$ cat config.mk
export PLATFORM = sky130hd
export DESIGN_NAME = ram_hex_dumper
export DESIGN_NICKNAME = d
export VERILOG_FILES = /design/src/rtl/hex_dump_pkg.sv /design/src/rtl/hex_record_emitter.sv /design/src/rtl/ram_hex_dumper.sv
export SDC_FILE = /design/constraint.sdc
export NUM_CORES = 1
export LEC_CHECK = 0
export ABC_CLOCK_PERIOD_IN_PS = 10000
export BUFFER_PORTS_ARGS = -buffer_cell sky130_fd_sc_hd__buf_2
export CORE_MARGIN = 4
export CORE_UTILIZATION = 60
export DETAILED_ROUTE_END_ITERATION = 8
export GPL_ROUTABILITY_DRIVEN = 0
export GPL_TIMING_DRIVEN = 0
export HOLD_SLACK_MARGIN = 0.12
export MAX_ROUTING_LAYER = met4
export PLACE_DENSITY_LB_ADDON = 0.2
export REMOVE_ABC_BUFFERS = 1
export SETUP_SLACK_MARGIN = 0.2
export SLEW_MARGIN = 20
export SYNTH_ARGS = -nofsm -noshare
export SYNTH_HDL_FRONTEND = slang
export SYNTH_HIERARCHICAL = 1
export SYNTH_SLANG_ARGS = --single-unit
$ cat constraint.sdc
create_clock -name clk -period 10 [get_ports clk]
set_input_delay 0.5 -clock clk [delete_from_list [all_inputs] [get_ports clk]]
set_output_delay 0.5 -clock clk [all_outputs]
set_load 0.01 [all_outputs]
$ cat src/rtl/hex_dump_pkg.sv
// ============================================================================
// Module  : hex_dump_pkg
// Purpose : Shared types, Intel HEX record constants and ASCII helpers.
// Revision: 1.0 - initial release
// ============================================================================
`default_nettype none

package hex_dump_pkg;

    typedef enum logic [2:0] {
        S_IDLE = 3'd0,
        S_READ = 3'd1,
        S_ELA  = 3'd2,
        S_DATA = 3'd3,
        S_EOF  = 3'd4,
        S_FIN  = 3'd5
    } dump_state_t;

    localparam logic [7:0] HEX_REC_DATA = 8'h00;
    localparam logic [7:0] HEX_REC_EOF  = 8'h01;
    localparam logic [7:0] HEX_REC_ELA  = 8'h04;

    localparam logic [7:0] ASCII_COLON = 8'h3A;
    localparam logic [7:0] ASCII_LF    = 8'h0A;

    function automatic logic [7:0] nibble_to_ascii(input logic [3:0] n);
        return (n < 4'd10) ? (8'h30 + {4'h0, n}) : (8'h37 + {4'h0, n});
    endfunction

endpackage

`default_nettype wire

$ cat src/rtl/hex_record_emitter.sv
// ============================================================================
// Module  : hex_record_emitter
// Purpose : Serialises one Intel HEX record (colon, bytes, checksum, LF) onto
//           a valid/ready character stream, accumulating the checksum inline.
// Revision: 1.0 - initial release
// ============================================================================
`default_nettype none

module hex_record_emitter #(
    parameter int PAY_BYTES = 4
) (
    input  logic                   clk,
    input  logic                   rst,
    input  logic                   start,
    input  logic [7:0]             rec_type,
    input  logic [15:0]            rec_addr,
    input  logic [8*PAY_BYTES-1:0] payload,
    input  logic [3:0]             len,
    output logic [7:0]             tx_data,
    output logic                   tx_valid,
    input  logic                   tx_ready,
    output logic                   rec_done
);
    import hex_dump_pkg::*;

    localparam logic [1:0] c_PH_IDLE  = 2'd0;
    localparam logic [1:0] c_PH_COLON = 2'd1;
    localparam logic [1:0] c_PH_BYTES = 2'd2;
    localparam logic [1:0] c_PH_LF    = 2'd3;

    logic [1:0]             r_ph;
    logic [3:0]             r_idx;
    logic                   r_lo;
    logic [7:0]             r_sum;
    logic [7:0]             r_type;
    logic [15:0]            r_addr;
    logic [8*PAY_BYTES-1:0] r_payload;
    logic [3:0]             r_len;

    logic       w_fire;
    logic       w_cks_byte;
    logic [3:0] w_sel;
    logic [7:0] w_byte;

    assign w_fire     = (r_ph != c_PH_IDLE) && tx_ready;
    assign w_cks_byte = (r_idx == (4'd4 + r_len));
    // Payload is printed MSB first: byte index 4 maps to payload byte len-1.
    assign w_sel      = r_len + 4'd3 - r_idx;

    always_comb begin
        w_byte = 8'h00;
        case (r_idx)
            4'd0:    w_byte = {4'h0, r_len};
            4'd1:    w_byte = r_addr[15:8];
            4'd2:    w_byte = r_addr[7:0];
            4'd3:    w_byte = r_type;
            default: begin
                if (w_cks_byte) begin
                    w_byte = 8'h00 - r_sum;
                end else begin
                    for (int k = 0; k < PAY_BYTES; k++) begin
                        if (w_sel == 4'(k)) w_byte = r_payload[8*k +: 8];
                    end
                end
            end
        endcase
    end

    always_comb begin
        tx_data = 8'h00;
        case (r_ph)
            c_PH_COLON: tx_data = ASCII_COLON;
            c_PH_BYTES: tx_data = nibble_to_ascii(r_lo ? w_byte[3:0] : w_byte[7:4]);
            c_PH_LF:    tx_data = ASCII_LF;
            default:    tx_data = 8'h00;
        endcase
    end

    assign tx_valid = (r_ph != c_PH_IDLE);
    assign rec_done = (r_ph == c_PH_LF) && tx_ready;

    always_ff @(posedge clk or posedge rst) begin
        if (rst) begin
            r_ph      <= c_PH_IDLE;
            r_idx     <= 4'd0;
            r_lo      <= 1'b0;
            r_sum     <= 8'h00;
            r_type    <= 8'h00;
            r_addr    <= 16'h0000;
            r_payload <= '0;
            r_len     <= 4'd0;
        end else begin
            case (r_ph)
                c_PH_IDLE: begin
                    if (start) begin
                        r_ph      <= c_PH_COLON;
                        r_idx     <= 4'd0;
                        r_lo      <= 1'b0;
                        r_sum     <= 8'h00;
                        r_type    <= rec_type;
                        r_addr    <= rec_addr;
                        r_payload <= payload;
                        r_len     <= len;
                    end
                end
                c_PH_COLON: if (w_fire) r_ph <= c_PH_BYTES;
                c_PH_BYTES: begin
                    if (w_fire) begin
                        r_lo <= ~r_lo;
                        if (r_lo) begin
                            r_sum <= r_sum + w_byte;
                            if (w_cks_byte) r_ph <= c_PH_LF;
                            else            r_idx <= r_idx + 4'd1;
                        end
                    end
                end
                default: if (w_fire) r_ph <= c_PH_IDLE;
            endcase
        end
    end

endmodule

`default_nettype wire

$ cat src/rtl/ram_hex_dumper.sv
// ============================================================================
// Module  : ram_hex_dumper
// Purpose : Walks a RAM range and streams it as Intel HEX text with ELA
//           records. Optional macro SKIP_ZERO_EN suppresses all-zero words.
// Revision: 1.0 - initial release
// ============================================================================
`default_nettype none

module ram_hex_dumper #(
    parameter int ADDR_W     = 32,
    parameter int DATA_BYTES = 4
) (
    input  logic                    clk,
    input  logic                    rst,
    input  logic                    start,
    input  logic [ADDR_W-1:0]       start_addr,
    input  logic [ADDR_W-1:0]       word_count,
    output logic                    busy,
    output logic                    done,
    output logic [ADDR_W-1:0]       maddr,
    output logic                    mren,
    input  logic                    mwait,
    input  logic [8*DATA_BYTES-1:0] mload,
    output logic [7:0]              tx_data,
    output logic                    tx_valid,
    input  logic                    tx_ready
);
    import hex_dump_pkg::*;

    localparam int c_PAY_BYTES = (DATA_BYTES < 2) ? 2 : DATA_BYTES;
    localparam int c_PW        = 8 * c_PAY_BYTES;
    localparam int c_DW        = 8 * DATA_BYTES;

    dump_state_t       r_state, w_next;
    logic [ADDR_W-1:0] r_addr, r_remaining;
    logic [15:0]       r_ela_hi;
    logic [c_DW-1:0]   r_word;
    logic              r_issued;

    logic              w_skip, w_rd_ok, w_last, w_advance;
    logic [15:0]       w_addr_hi;
    logic              w_em_start, w_em_done;
    logic [7:0]        w_em_type;
    logic [15:0]       w_em_addr;
    logic [c_PW-1:0]   w_em_payload;
    logic [3:0]        w_em_len;

`ifdef SKIP_ZERO_EN
    assign w_skip = (mload == '0);
`else
    assign w_skip = 1'b0;
`endif

    assign w_addr_hi = 16'(r_addr >> 16);
    assign w_rd_ok   = (r_state == S_READ) && !mwait;
    assign w_last    = (r_remaining == ADDR_W'(1));
    assign w_advance = (w_rd_ok && w_skip) || ((r_state == S_DATA) && w_em_done);
    assign maddr     = r_addr;

    always_ff @(posedge clk or posedge rst) begin
        if (rst) r_state <= S_IDLE;
        else     r_state <= w_next;
    end

    always_comb begin
        w_next = r_state;
        case (r_state)
            S_IDLE: if (start) w_next = (word_count == '0) ? S_EOF : S_READ;
            S_READ: begin
                if (!mwait) begin
                    if (w_skip)                     w_next = w_last ? S_EOF : S_READ;
                    else if (w_addr_hi != r_ela_hi) w_next = S_ELA;
                    else                            w_next = S_DATA;
                end
            end
            S_ELA:   if (w_em_done) w_next = S_DATA;
            S_DATA:  if (w_em_done) w_next = w_last ? S_EOF : S_READ;
            S_EOF:   if (w_em_done) w_next = S_FIN;
            default: w_next = S_IDLE;
        endcase
    end

    always_comb begin
        busy         = (r_state != S_IDLE);
        done         = (r_state == S_FIN);
        mren         = (r_state == S_READ);
        w_em_start   = ((r_state == S_ELA) || (r_state == S_DATA) || (r_state == S_EOF))
                       && !r_issued;
        w_em_type    = HEX_REC_EOF;
        w_em_addr    = 16'h0000;
        w_em_payload = '0;
        w_em_len     = 4'd0;
        case (r_state)
            S_ELA: begin
                w_em_type    = HEX_REC_ELA;
                w_em_payload = c_PW'(w_addr_hi);
                w_em_len     = 4'd2;
            end
            S_DATA: begin
                w_em_type    = HEX_REC_DATA;
                w_em_addr    = r_addr[15:0];
                w_em_payload = c_PW'(r_word);
                w_em_len     = 4'(DATA_BYTES);
            end
            default: ;
        endcase
    end

    always_ff @(posedge clk or posedge rst) begin
        if (rst) begin
            r_addr      <= '0;
            r_remaining <= '0;
            r_ela_hi    <= 16'h0000;
            r_word      <= '0;
            r_issued    <= 1'b0;
        end else begin
            if ((r_state == S_IDLE) && start) begin
                r_addr      <= start_addr;
                r_remaining <= word_count;
                r_ela_hi    <= 16'h0000;
            end
            if (w_rd_ok) r_word <= mload;
            if ((r_state == S_ELA) && w_em_done) r_ela_hi <= w_addr_hi;
            if (w_advance) begin
                r_addr      <= r_addr + ADDR_W'(DATA_BYTES);
                r_remaining <= r_remaining - ADDR_W'(1);
            end
            // One record launch per ELA/DATA/EOF visit; rearmed when it completes.
            if (w_em_done)       r_issued <= 1'b0;
            else if (w_em_start) r_issued <= 1'b1;
        end
    end

    hex_record_emitter #(
        .PAY_BYTES (c_PAY_BYTES)
    ) u_emitter (
        .clk      (clk),
        .rst      (rst),
        .start    (w_em_start),
        .rec_type (w_em_type),
        .rec_addr (w_em_addr),
        .payload  (w_em_payload),
        .len      (w_em_len),
        .tx_data  (tx_data),
        .tx_valid (tx_valid),
        .tx_ready (tx_ready),
        .rec_done (w_em_done)
    );

endmodule

`default_nettype wire

==> qor.csv <==
metric;value;unit
status;finished, final reports clean;
Core Area;18000;um^2
ys flop type;dfrtp_1;
RSZ-0062 raised after global routing;false;
antenna-violating nets left;0;
post-CTS resize count;0;
maxcap violations;0;
largest net degree at the start of global routing;79;
crit end category;primary output;
io pins;145;
GR Overflow Total;0;
number of buffers added on ports;143;
DRT Pass-1 Iters;5;
row count;49;
synth cell count leaders;dfrtp_1, mux2_2, nand2_1;
top-count cell post-synth;dfrtp_1;
footprint of the multi-input gates;5810;um^2
CTS Buf Count;17;
CTS max path bufs;2;
CTS Sinks;191;
CP Launch Type;flip-flop;
power per cell area;321;nW/um^2
first-pass GRT wire length;46100;um
antenna violations before repair;3;
setup_tns;0;ns
switch share;41.7;%
final net count;1312;
# DRC;0;
FF/Latch Area;4780;um^2
share of cells above drive strength 1;26.5;%
Synth area leader;dfrtp_1;
Root Buffer;clkbuf_16;
synth unique cells;81;
NetSw;1.67;mW
H-tree depth;4;
Comb power frac;44.9;%
critical path data arrival time;4.17;ns
Least-Margin Pin Slew;1.05;ns
Die Wd;143;um
Via density;6.36;
peak supply drop;0.204;mV
EDFF count, synth;0;
P_int;2.34;mW
skew final;0.0171;ns
starting density of the core;61.2;%
clock-pin slew on the worst setup and hold paths;0.07;ns
minimum clock period;4.67;ns
CTS tree;done;
dpl hpwl;20300;um
crit path kind;reg2out;
sequential share of power;37.3;%
area of the mapped netlist;11000;um^2
final WL;28700;um
die area;20600;um^2
final-report max-slew violation count;0;
fmax;214;MHz
vias in the first global route;8788;
Post-synth ARST share;100;%
Worst-Skew Late Latency;0.44;ns
sequential fraction of the synthesis area;43.5;%
crit-path max FO;4;
Fill cells;1391;
Final setup viols;0;
routed vias;9088;
GRT Total Usage;29.3;%
dpl ws;5.41;ns
proportion of netlist area held by the largest area contributor;43.5;%
Leak;5.72;nW
Die H;143;um
Synth area leaders;dfrtp_1, mux2_2, nand2_1;
yosys warns;6;
Critical Path RT;9.50;ns
Final Hold Fails;0;
HP Class;in2reg;
relative slew slack;29.7;%
Hold Buf Count CTS;1;
Synth Register Bits;191;
Clock power frac;17.8;%
setup bufs post-CTS;0;
area growth from synthesis to layout;13.5;%
fin crit share;46.7;%
DR iter-0 viols;815;
Syn Inst Count;1087;
routed len/inst;20.1;um
syn avg cell area;10.1;um^2
Final WS setup;5.33;ns
## cells by family after synthesis
| kind of cell | after synthesis | share of synthesized area (%) |
|---|---|---|
| compound gates | 208 | 14.1 |
| xor+xnor | 35 | 2.92 |
| fa+ha+maj | 27 | 3.21 |
| buf+inv | 111 | 4.09 |
| flops | 191 | 43.5 |
| mux | 123 | 13.2 |
| other cells | 2 | 0.0683 |
| simple gates | 390 | 18.9 |
## placed cells by master (no fill, tap or decap), drive strengths merged, types with 6 or more instances in the layout
| master | instances |
|---|---|
| a21oi | 23 |
| a221o | 8 |
| a22o | 22 |
| a22oi | 13 |
| and2 | 37 |
| and3 | 6 |
| and4 | 7 |
| buf | 149 |
| clkbuf | 17 |
| conb | 9 |
| dfrtp | 191 |
| ha | 25 |
| inv | 41 |
| mux2 | 94 |
| mux2i | 21 |
| mux4 | 8 |
| nand2 | 90 |
| nand2b | 8 |
| nand3 | 45 |
| nand4 | 27 |
| nor2 | 73 |
| nor3 | 27 |
| nor4 | 17 |
| o211ai | 32 |
| o21ai | 38 |
| o311ai | 20 |
| or2 | 8 |
| or3 | 13 |
| or4 | 12 |
| xnor2 | 17 |
| xor2 | 17 |
## final cells by class
type,instances,area share (%)
multi-input cells,792,46.6
flip-flops and latches,191,38.3
repair buffers,150,6.85
clock buffers,17,3.41
well taps,229,2.30
clock inverters,14,1.51
inverters,32,1.02
diodes,3,0.0601
## power groups by stage
| stage | combinational, mW | sequential (mW) | clock (mW) |
|---|---|---|---|
| floorplan | 1.30 | 1.39 | 0 |
| global placement | 1.70 | 1.48 | 0 |
| detailed placement | 1.77 | 1.50 | 0 |
| CTS | 1.79 | 1.49 | 0.720 |
| global route | 1.98 | 1.54 | 0.753 |
| finish | 1.80 | 1.50 | 0.714 |
## flip-flops by register name, summed over array words and instances, names as in the netlist, 2 cells and up
signal               cells
u_emitter/r_payload     32
r_word                  32
r_remaining             32
r_state                  3
maddr                   32
u_emitter/r_len          4
u_emitter/r_addr        16
u_emitter/r_type         8
r_ela_hi                16
u_emitter/r_sum          8
u_emitter/r_ph           2
u_emitter/r_idx          4
## final timing paths
path	startpoint	end	slack (ns)	depth (start not counted)
min in group asynchronous	rst	u_emitter/r_addr[1]	0.63	3
setup / recovery	u_emitter/r_idx[1]	tx_data[1]	5.33	15
max in group asynchronous	rst	r_remaining[2]	8.61	4
hold / removal	start_addr[1]	maddr[1]	0.26	3
setup reg to reg	u_emitter/r_idx[1]	u_emitter/r_sum[7]	5.37	18
hold reg to reg	r_word[30]	r_word[30]	0.50	1
## routing by layer
| layer | wire, um | vias up | global-route usage, % |
|---|---|---|---|
| li1 | - | 4216 | - |
| met1 | 12300 | 4517 | 39.5 |
| met2 | 14200 | 302 | 46.2 |
| met3 | 1480 | 53 | 4.46 |
| met4 | 673 | 0 | 9.12 |
| met5 | 0 | - | - |
## worst max-delay path: stages, from the launching register on
cell	delay, ns
dfrtp_1	0.41
inv_1	0.11
ha_1	0.32
ha_1	0.16
inv_1	0.05
fa_1	0.37
xor2_1	0.25
xor2_1	0.16
nor3_1	0.46
a31oi_1	0.18
nor2_1	0.23
inv_1	0.07
ha_1	0.27
or4_1	0.51
nand3_1	0.09
buf_2	0.12
## per-stage QoR
step	utilization (%)	cell area, um^2	hold slack (ns)	power [mW]	std cells
after floorplan	-	10700	0.469	2.70	1015
after global placement	65.1	11700	0.484	3.17	1387
after detailed placement	66.0	11900	0.487	3.27	1393
after CTS	69.5	12500	0.248	4.00	1425
after global routing	69.5	12500	0.266	4.28	1428
final	69.5	12500	0.261	4.01	1428
(Power assumes the default switching activity.)
